## config.mk

```make
export PLATFORM = sky130hd
export DESIGN_NAME = obi_mailbox_fifo
export DESIGN_NICKNAME = d
export VERILOG_FILES = /design/src/rtl/obi_mailbox_fifo.sv
export SDC_FILE = /design/constraint.sdc
export NUM_CORES = 1
export LEC_CHECK = 0
export CAP_MARGIN = 20
export CORE_AREA = 2 2 121 123
export DETAILED_ROUTE_END_ITERATION = 12
export DIE_AREA = 0 0 123 125
export PLACE_DENSITY = 0.88
export SLEW_MARGIN = 0
export SYNTH_ARGS = -nofsm -noshare
export SYNTH_HDL_FRONTEND = slang
export SYNTH_SLANG_ARGS = --single-unit
```

## constraint.sdc

```tcl
create_clock -name clk_i -period 4.27 [get_ports clk_i]
set_input_delay 0.854 -clock clk_i [delete_from_list [all_inputs] [get_ports clk_i]]
set_output_delay 0.854 -clock clk_i [all_outputs]
set_load 0.01 [all_outputs]
```

## src/rtl/obi_mailbox_fifo.sv

```systemverilog
// -----------------------------------------------------------------------------
// obi_mailbox_fifo
//
// DEPTH-deep mailbox FIFO between two OBI-style slave ports. The writer port
// pushes words and the reader port pops them. Each port also exposes a
// read-only STATUS image. Address bit 2 selects the register: 0 = DATA,
// 1 = STATUS.
//
// STATUS image: [15:0] count, [16] full, [17] empty, [18] OVF, [19] UNF.
// The image is truncated to DATA_WIDTH.
//
// Ports
//   clk_i, rst_ni        clock, asynchronous active-low reset
//   writer_*             writer OBI port (req/gnt/rvalid/addr/we/be/wdata/rdata)
//                        - DATA write pushes a word; disabled bytes are stored
//                          as 0x00.
//                        - STATUS write: bit0 = flush, bit1 = clear OVF/UNF.
//   reader_*             reader OBI port, same shape as the writer port
//                        - DATA read pops a word.
//                        - STATUS write: bit1 = clear OVF/UNF.
//   irq_o                level interrupt, asserted while count >= IRQ_THRESHOLD
//
// gnt is combinational. rvalid/rdata follow one cycle after gnt, and rdata
// is zero whenever rvalid is low.
// -----------------------------------------------------------------------------
module obi_mailbox_fifo #(
    parameter int unsigned DATA_WIDTH     = 32,
    parameter int unsigned ADDR_WIDTH     = 32,
    parameter int unsigned DEPTH          = 4,
    parameter bit          BLOCK_ON_FULL  = 1'b1,
    parameter bit          BLOCK_ON_EMPTY = 1'b1,
    parameter int unsigned IRQ_THRESHOLD  = 1
) (
    input  logic                    clk_i,
    input  logic                    rst_ni,

    input  logic                    writer_req_i,
    output logic                    writer_gnt_o,
    output logic                    writer_rvalid_o,
    input  logic [ADDR_WIDTH-1:0]   writer_addr_i,
    input  logic                    writer_we_i,
    input  logic [DATA_WIDTH/8-1:0] writer_be_i,
    input  logic [DATA_WIDTH-1:0]   writer_wdata_i,
    output logic [DATA_WIDTH-1:0]   writer_rdata_o,

    input  logic                    reader_req_i,
    output logic                    reader_gnt_o,
    output logic                    reader_rvalid_o,
    input  logic [ADDR_WIDTH-1:0]   reader_addr_i,
    input  logic                    reader_we_i,
    input  logic [DATA_WIDTH/8-1:0] reader_be_i,
    input  logic [DATA_WIDTH-1:0]   reader_wdata_i,
    output logic [DATA_WIDTH-1:0]   reader_rdata_o,

    output logic                    irq_o
);

    localparam int unsigned PTR_W = $clog2(DEPTH);
    localparam int unsigned CNT_W = PTR_W + 1;
    localparam int unsigned BE_W  = DATA_WIDTH / 8;
    localparam logic [CNT_W-1:0] DEPTH_C = CNT_W'(DEPTH);
    localparam logic [CNT_W-1:0] IRQ_C   = CNT_W'(IRQ_THRESHOLD);

    // Disabled byte lanes are forced to zero rather than keeping stale data.
    function automatic logic [DATA_WIDTH-1:0] mask_bytes(
        input logic [DATA_WIDTH-1:0] d,
        input logic [BE_W-1:0]       be
    );
        logic [DATA_WIDTH-1:0] r;
        r = '0;
        for (int i = 0; i < BE_W; i++) begin
            if (be[i]) r[8*i +: 8] = d[8*i +: 8];
        end
        return r;
    endfunction

    function automatic logic [DATA_WIDTH-1:0] status_image(
        input logic [CNT_W-1:0] cnt,
        input logic             f,
        input logic             e,
        input logic             o,
        input logic             u
    );
        logic [31:0] s;
        s             = '0;
        s[CNT_W-1:0]  = cnt;
        s[16]         = f;
        s[17]         = e;
        s[18]         = o;
        s[19]         = u;
        return s[DATA_WIDTH-1:0];
    endfunction

    logic [DATA_WIDTH-1:0] mem [DEPTH];
    logic [PTR_W-1:0]      wr_ptr;
    logic [PTR_W-1:0]      rd_ptr;
    logic [CNT_W-1:0]      count;
    logic                  ovf;
    logic                  unf;
    logic                  full;
    logic                  empty;

    logic                  w_status;
    logic                  r_status;
    logic                  push_req;
    logic                  pop_req;
    logic                  do_push;
    logic                  do_pop;
    logic                  flush;
    logic                  flag_clr;
    logic                  ovf_set;
    logic                  unf_set;
    logic [DATA_WIDTH-1:0] status;
    logic [DATA_WIDTH-1:0] w_rdata_p0;
    logic [DATA_WIDTH-1:0] r_rdata_p0;

    logic                  writer_rvalid_p1;
    logic                  reader_rvalid_p1;
    logic [DATA_WIDTH-1:0] writer_rdata_p1;
    logic [DATA_WIDTH-1:0] reader_rdata_p1;

    // Only addr[2], reader wdata[1] and writer wdata[1:0] on STATUS matter;
    // the rest of these inputs are intentionally ignored.
    logic unused_inputs;
    assign unused_inputs = ^{writer_addr_i, reader_addr_i, reader_be_i, reader_wdata_i};

    // ---- p0: request decode, grant and FIFO update ----
    assign full     = (count == DEPTH_C);
    assign empty    = (count == '0);
    assign w_status = writer_addr_i[2];
    assign r_status = reader_addr_i[2];
    assign status   = status_image(count, full, empty, ovf, unf);

    assign writer_gnt_o = writer_req_i &
                          ~(writer_we_i & ~w_status & full & BLOCK_ON_FULL);
    assign reader_gnt_o = reader_req_i &
                          ~(~reader_we_i & ~r_status & empty & BLOCK_ON_EMPTY);

    assign push_req = writer_gnt_o & writer_we_i & ~w_status;
    assign pop_req  = reader_gnt_o & ~reader_we_i & ~r_status;
    assign flush    = writer_gnt_o & writer_we_i & w_status & writer_wdata_i[0];
    assign flag_clr = (writer_gnt_o & writer_we_i & w_status & writer_wdata_i[1]) |
                      (reader_gnt_o & reader_we_i & r_status & reader_wdata_i[1]);
    // Only reachable in non-blocking modes; blocking modes never grant these.
    assign ovf_set  = push_req & full;
    assign unf_set  = pop_req & empty;
    // Flush wins over a push in the same cycle; a pop still returns the old head.
    assign do_push  = push_req & ~full & ~flush;
    assign do_pop   = pop_req & ~empty;

    assign w_rdata_p0 = (writer_gnt_o & ~writer_we_i & w_status) ? status : '0;

    always_comb begin
        r_rdata_p0 = '0;
        if (reader_gnt_o && !reader_we_i) begin
            if (r_status)    r_rdata_p0 = status;
            else if (do_pop) r_rdata_p0 = mem[rd_ptr];
        end
    end

    always_ff @(posedge clk_i or negedge rst_ni) begin
        if (!rst_ni) begin
            wr_ptr <= '0;
            rd_ptr <= '0;
            count  <= '0;
            ovf    <= 1'b0;
            unf    <= 1'b0;
        end else begin
            if (flush) begin
                wr_ptr <= '0;
                rd_ptr <= '0;
                count  <= '0;
            end else begin
                if (do_push) wr_ptr <= wr_ptr + PTR_W'(1);
                if (do_pop)  rd_ptr <= rd_ptr + PTR_W'(1);
                case ({do_push, do_pop})
                    2'b10:   count <= count + CNT_W'(1);
                    2'b01:   count <= count - CNT_W'(1);
                    default: count <= count;
                endcase
            end
            // A set in the same cycle as a clear takes priority.
            if (ovf_set)       ovf <= 1'b1;
            else if (flag_clr) ovf <= 1'b0;
            if (unf_set)       unf <= 1'b1;
            else if (flag_clr) unf <= 1'b0;
        end
    end

    always_ff @(posedge clk_i) begin
        if (do_push) mem[wr_ptr] <= mask_bytes(writer_wdata_i, writer_be_i);
    end

    // ---- p1: registered responses ----
    always_ff @(posedge clk_i or negedge rst_ni) begin
        if (!rst_ni) begin
            writer_rvalid_p1 <= 1'b0;
            reader_rvalid_p1 <= 1'b0;
            writer_rdata_p1  <= '0;
            reader_rdata_p1  <= '0;
        end else begin
            writer_rvalid_p1 <= writer_gnt_o;
            reader_rvalid_p1 <= reader_gnt_o;
            writer_rdata_p1  <= w_rdata_p0;
            reader_rdata_p1  <= r_rdata_p0;
        end
    end

    assign writer_rvalid_o = writer_rvalid_p1;
    assign reader_rvalid_o = reader_rvalid_p1;
    assign writer_rdata_o  = writer_rdata_p1;
    assign reader_rdata_o  = reader_rdata_p1;
    assign irq_o           = (count >= IRQ_C);

endmodule

```

==> flow_summary_export.csv <==
group,metric,value,unit
synthesis,syn_inst,388,
detailed_routing,viasPerCell,5.12,
timing,tightestPinTransition,0.927,ns
die,ios,211,
synthesis,async_flop_share,28.1,%
detailed_routing,first_iter_violations,233,
detailed_routing,drtAntennaViolNets,0,
timing,finalCriticalPeriod,3.18,ns
synthesis,yosysUniqueCellTypes,37,
synthesis,syn_avg_cell_area,18.1,sq um
synthesis,muxShareOfSynthArea,10.6,%
synthesis,synth_area,7030,sq um
layout,diodes,0,
pwr,intPower,0.00335,W
synthesis,ys_seq_elements,178,
clocking,post_cts_buffers,0,
critical_path,crit_required,3.42,ns
detailed_routing,wl_per_cell,17.9,um
layout,fin_nets,635,
pwr,peakVddDrop,274,uV
pwr,power,0.00446,W
min_path,worstHoldStart,"unf$_DFFE_PN0P_",
clocking,htreeDepth,4,
run_status,status,"finished, final reports clean",
die,coreArea,14200,sq um
timing,fmax,0.314,GHz
pwr,p_sw,0.00111,W
synthesis,yosysWarnings,0,
critical_path,r2r_slack,1.87,ns
place,dp_cells,650,
timing,max_slew_margin,37.7,%
layout,finish.instance_area,8570,sq um
pwr,combPwrFrac,20.2,%
min_path,hold_path.class,"register to register",
synthesis,ys_seq_area_share,72.5,%
layout,final_common_cell,"edfxtp_1",
place,place_congestion,0.806,
timing,clock_skew,0.00840,ns
layout,fin_cells,682,
clocking,ctsResizeCount,0,
die,initial_utilization,49.5,%
detailed_routing,drt-pass1-iter-count,4,
clocking,cts_tree,"yes",
layout,mostFrequentLayoutCells,"edfxtp_1 (128), clkdlybuf4s50_1 (87), and2_1 (61)",
clocking,clockRootBuffer,"clkbuf_16",
critical_path,r2r_start,"count[1]$_DFFE_PN0P_",
layout,drive_gt1_share,15.7,%
timing,period_share,74.5,%
synthesis,yosys.area_share.adder,1.42,%
synthesis,ys.flop_type,"edfxtp_1",
synthesis,synth_compound_area_share,2.07,%
clocking,cts_made_buffers,17,
pwr,swShare,25.0,%
critical_path,start_kind,"input port",
place,port_buffers,88,
place,dp_hpwl,7.56,mm
pwr,p_per_area,521,nW/um^2
timing,rsz0062_at_grt,"no",
critical_path,cp.arrival,2.33,ns
timing,drv_slew,0,
flow_run,drv_cap,0,
clocking,clk_pin_slew,0.06,ns
die,die-area,15400,sq um
pwr,clkPwrFrac,32.7,%
critical_path,crit_start,"writer_we_i",
clocking,cts_hold_buf,0,
pwr,p_leak,3.16,nW
global_routing,grt_overflow,0,
synthesis,synth-simple-area-share,8.55,%
critical_path,crit_path_end_kind,"output pin",
timing,finalHoldViolations,0,
clocking,cts.sink_count,178,
global_routing,grt_antenna_before_repair,0,
clocking,clockBufferDepth,2,
detailed_routing,drc,0,
die,rows,44,
clocking,insertion_delay,0.42,ns
synthesis,synth_edf_count,128,
die,chipHeight,125,um
layout,syn_to_final_growth,22.0,%
timing,fin_tns_setup,0,ns
die,die_width,123,um
timing,finalSetupViolCount,0,
detailed_routing,vias,3495,
place,place_area,8010,sq um
detailed_routing,routed_wl,12.2,mm
global_routing,grt.total_usage,16.9,%
global_routing,grt_pass1_vias,3485,
synthesis,synth_top_family_by_area,"multiplexers",
critical_path,critical_path_class,"input port to output pin",
global_routing,grt_pass1_wl,18.8,mm
layout,fillers,1056,
synthesis,synth-xor-area-share,0.695,%
pwr,pwr-share-seq,47.1,%
critical_path,path_max_fanout,8,
global_routing,grt_start_max_net_pins,51,
[cell type report]
cell class | instances | area, sq um | area share (%)
clock buffers | 23 | 488 | 5.69
multi-input cells | 188 | 1740 | 20.3
flip-flops and latches | 178 | 5100 | 59.4
well taps | 184 | 230 | 2.69
inverters | 7 | 26.3 | 0.306
repair buffers | 93 | 913 | 10.7
clock inverters | 9 | 80.1 | 0.934
[worst max-delay path, cell delays in order]
cell,delay (ns)
clkdlybuf4s50_1,0.64
inv_2,0.06
o31a_1,0.29
clkdlybuf4s50_1,0.48
[path summary, 6_finish.rpt]
kind / to / depth (start not counted)
max: writer_gnt_o / 4
min: writer_rdata_o[19]$_DFF_PN0_ / 1
max reg2reg: mem[3][30]$_DFFE_PP_ / 4
min reg2reg: writer_rdata_o[19]$_DFF_PN0_ / 1
max in group asynchronous: rd_ptr[0]$_DFFE_PN0P_ / 2
min in group asynchronous: reader_rdata_o[21]$_DFF_PN0_ / 2
[synthesized netlist by cell type (2+ instances only)]
| master | n | area [sq um] |
|---|---|---|
| clkbuf_1 | 8 | 30.0 |
| buf_2 | 4 | 20.0 |
| nor2_1 | 13 | 48.8 |
| nand2b_1 | 3 | 18.8 |
| inv_1 | 6 | 22.5 |
| nor3_1 | 6 | 30.0 |
| a22oi_1 | 5 | 37.5 |
| nand4_1 | 2 | 12.5 |
| nand2_1 | 4 | 15.0 |
| and2_1 | 61 | 382 |
| a21oi_1 | 3 | 15.0 |
| o31a_1 | 2 | 17.5 |
| dfrtp_1 | 50 | 1250 |
| and3_1 | 6 | 37.5 |
| buf_4 | 25 | 188 |
| edfxtp_1 | 128 | 3840 |
| xnor2_1 | 3 | 26.3 |
| mux4_2 | 32 | 721 |
| buf_6 | 2 | 22.5 |
| ha_1 | 8 | 100 |
[power by group through the flow]
stage	clock (W)	sequential (W)	combinational, W
global route	0.00155	0.00212	0.000979
finish	0.00146	0.00210	0.000901
CTS	0.00149	0.00211	0.000916
detailed placement	0	0.00214	0.000915
global placement	0	0.00213	0.000884
floorplan	0	0.00209	0.000678
[routing by layer]
metal  wire (um)  GRT usage [%]  part of all wire (%)
met2        6060           27.1                    50
met5           0              0                     0
met4         188           6.68                   1.5
met1        5290           22.6                    43
met3         637           4.01                   5.2
[sequential cells by signal (all words and copies together), names as in the netlist]
signal	count
writer_rvalid_o	1
ovf	1
unf	1
rd_ptr	2
wr_ptr	2
count	3
writer_rdata_o	7
reader_rvalid_o	1
reader_rdata_o	32
mem	128
[through the flow]
step | worst slack (ns) | hold WS [ns] | util [%]
detailed placement | 1.10 | 0.488 | 56.4
floorplan | 1.80 | 0.469 | -
finish | 1.09 | 0.505 | 60.4
global route | 0.956 | 0.518 | 60.4
global placement | 1.11 | 0.488 | 56.4
CTS | 1.09 | 0.501 | 60.4
[kinds of logic after synthesis]
family | count (synthesis)
and+or+nand+nor | 101
buffers and inverters | 46
DFF | 178
adders and majority gates | 8
other | 1
muxes | 34
xor gates and xnor gates | 4
AOI/OAI and AO/OA | 16
(Power assumes the default switching activity.)
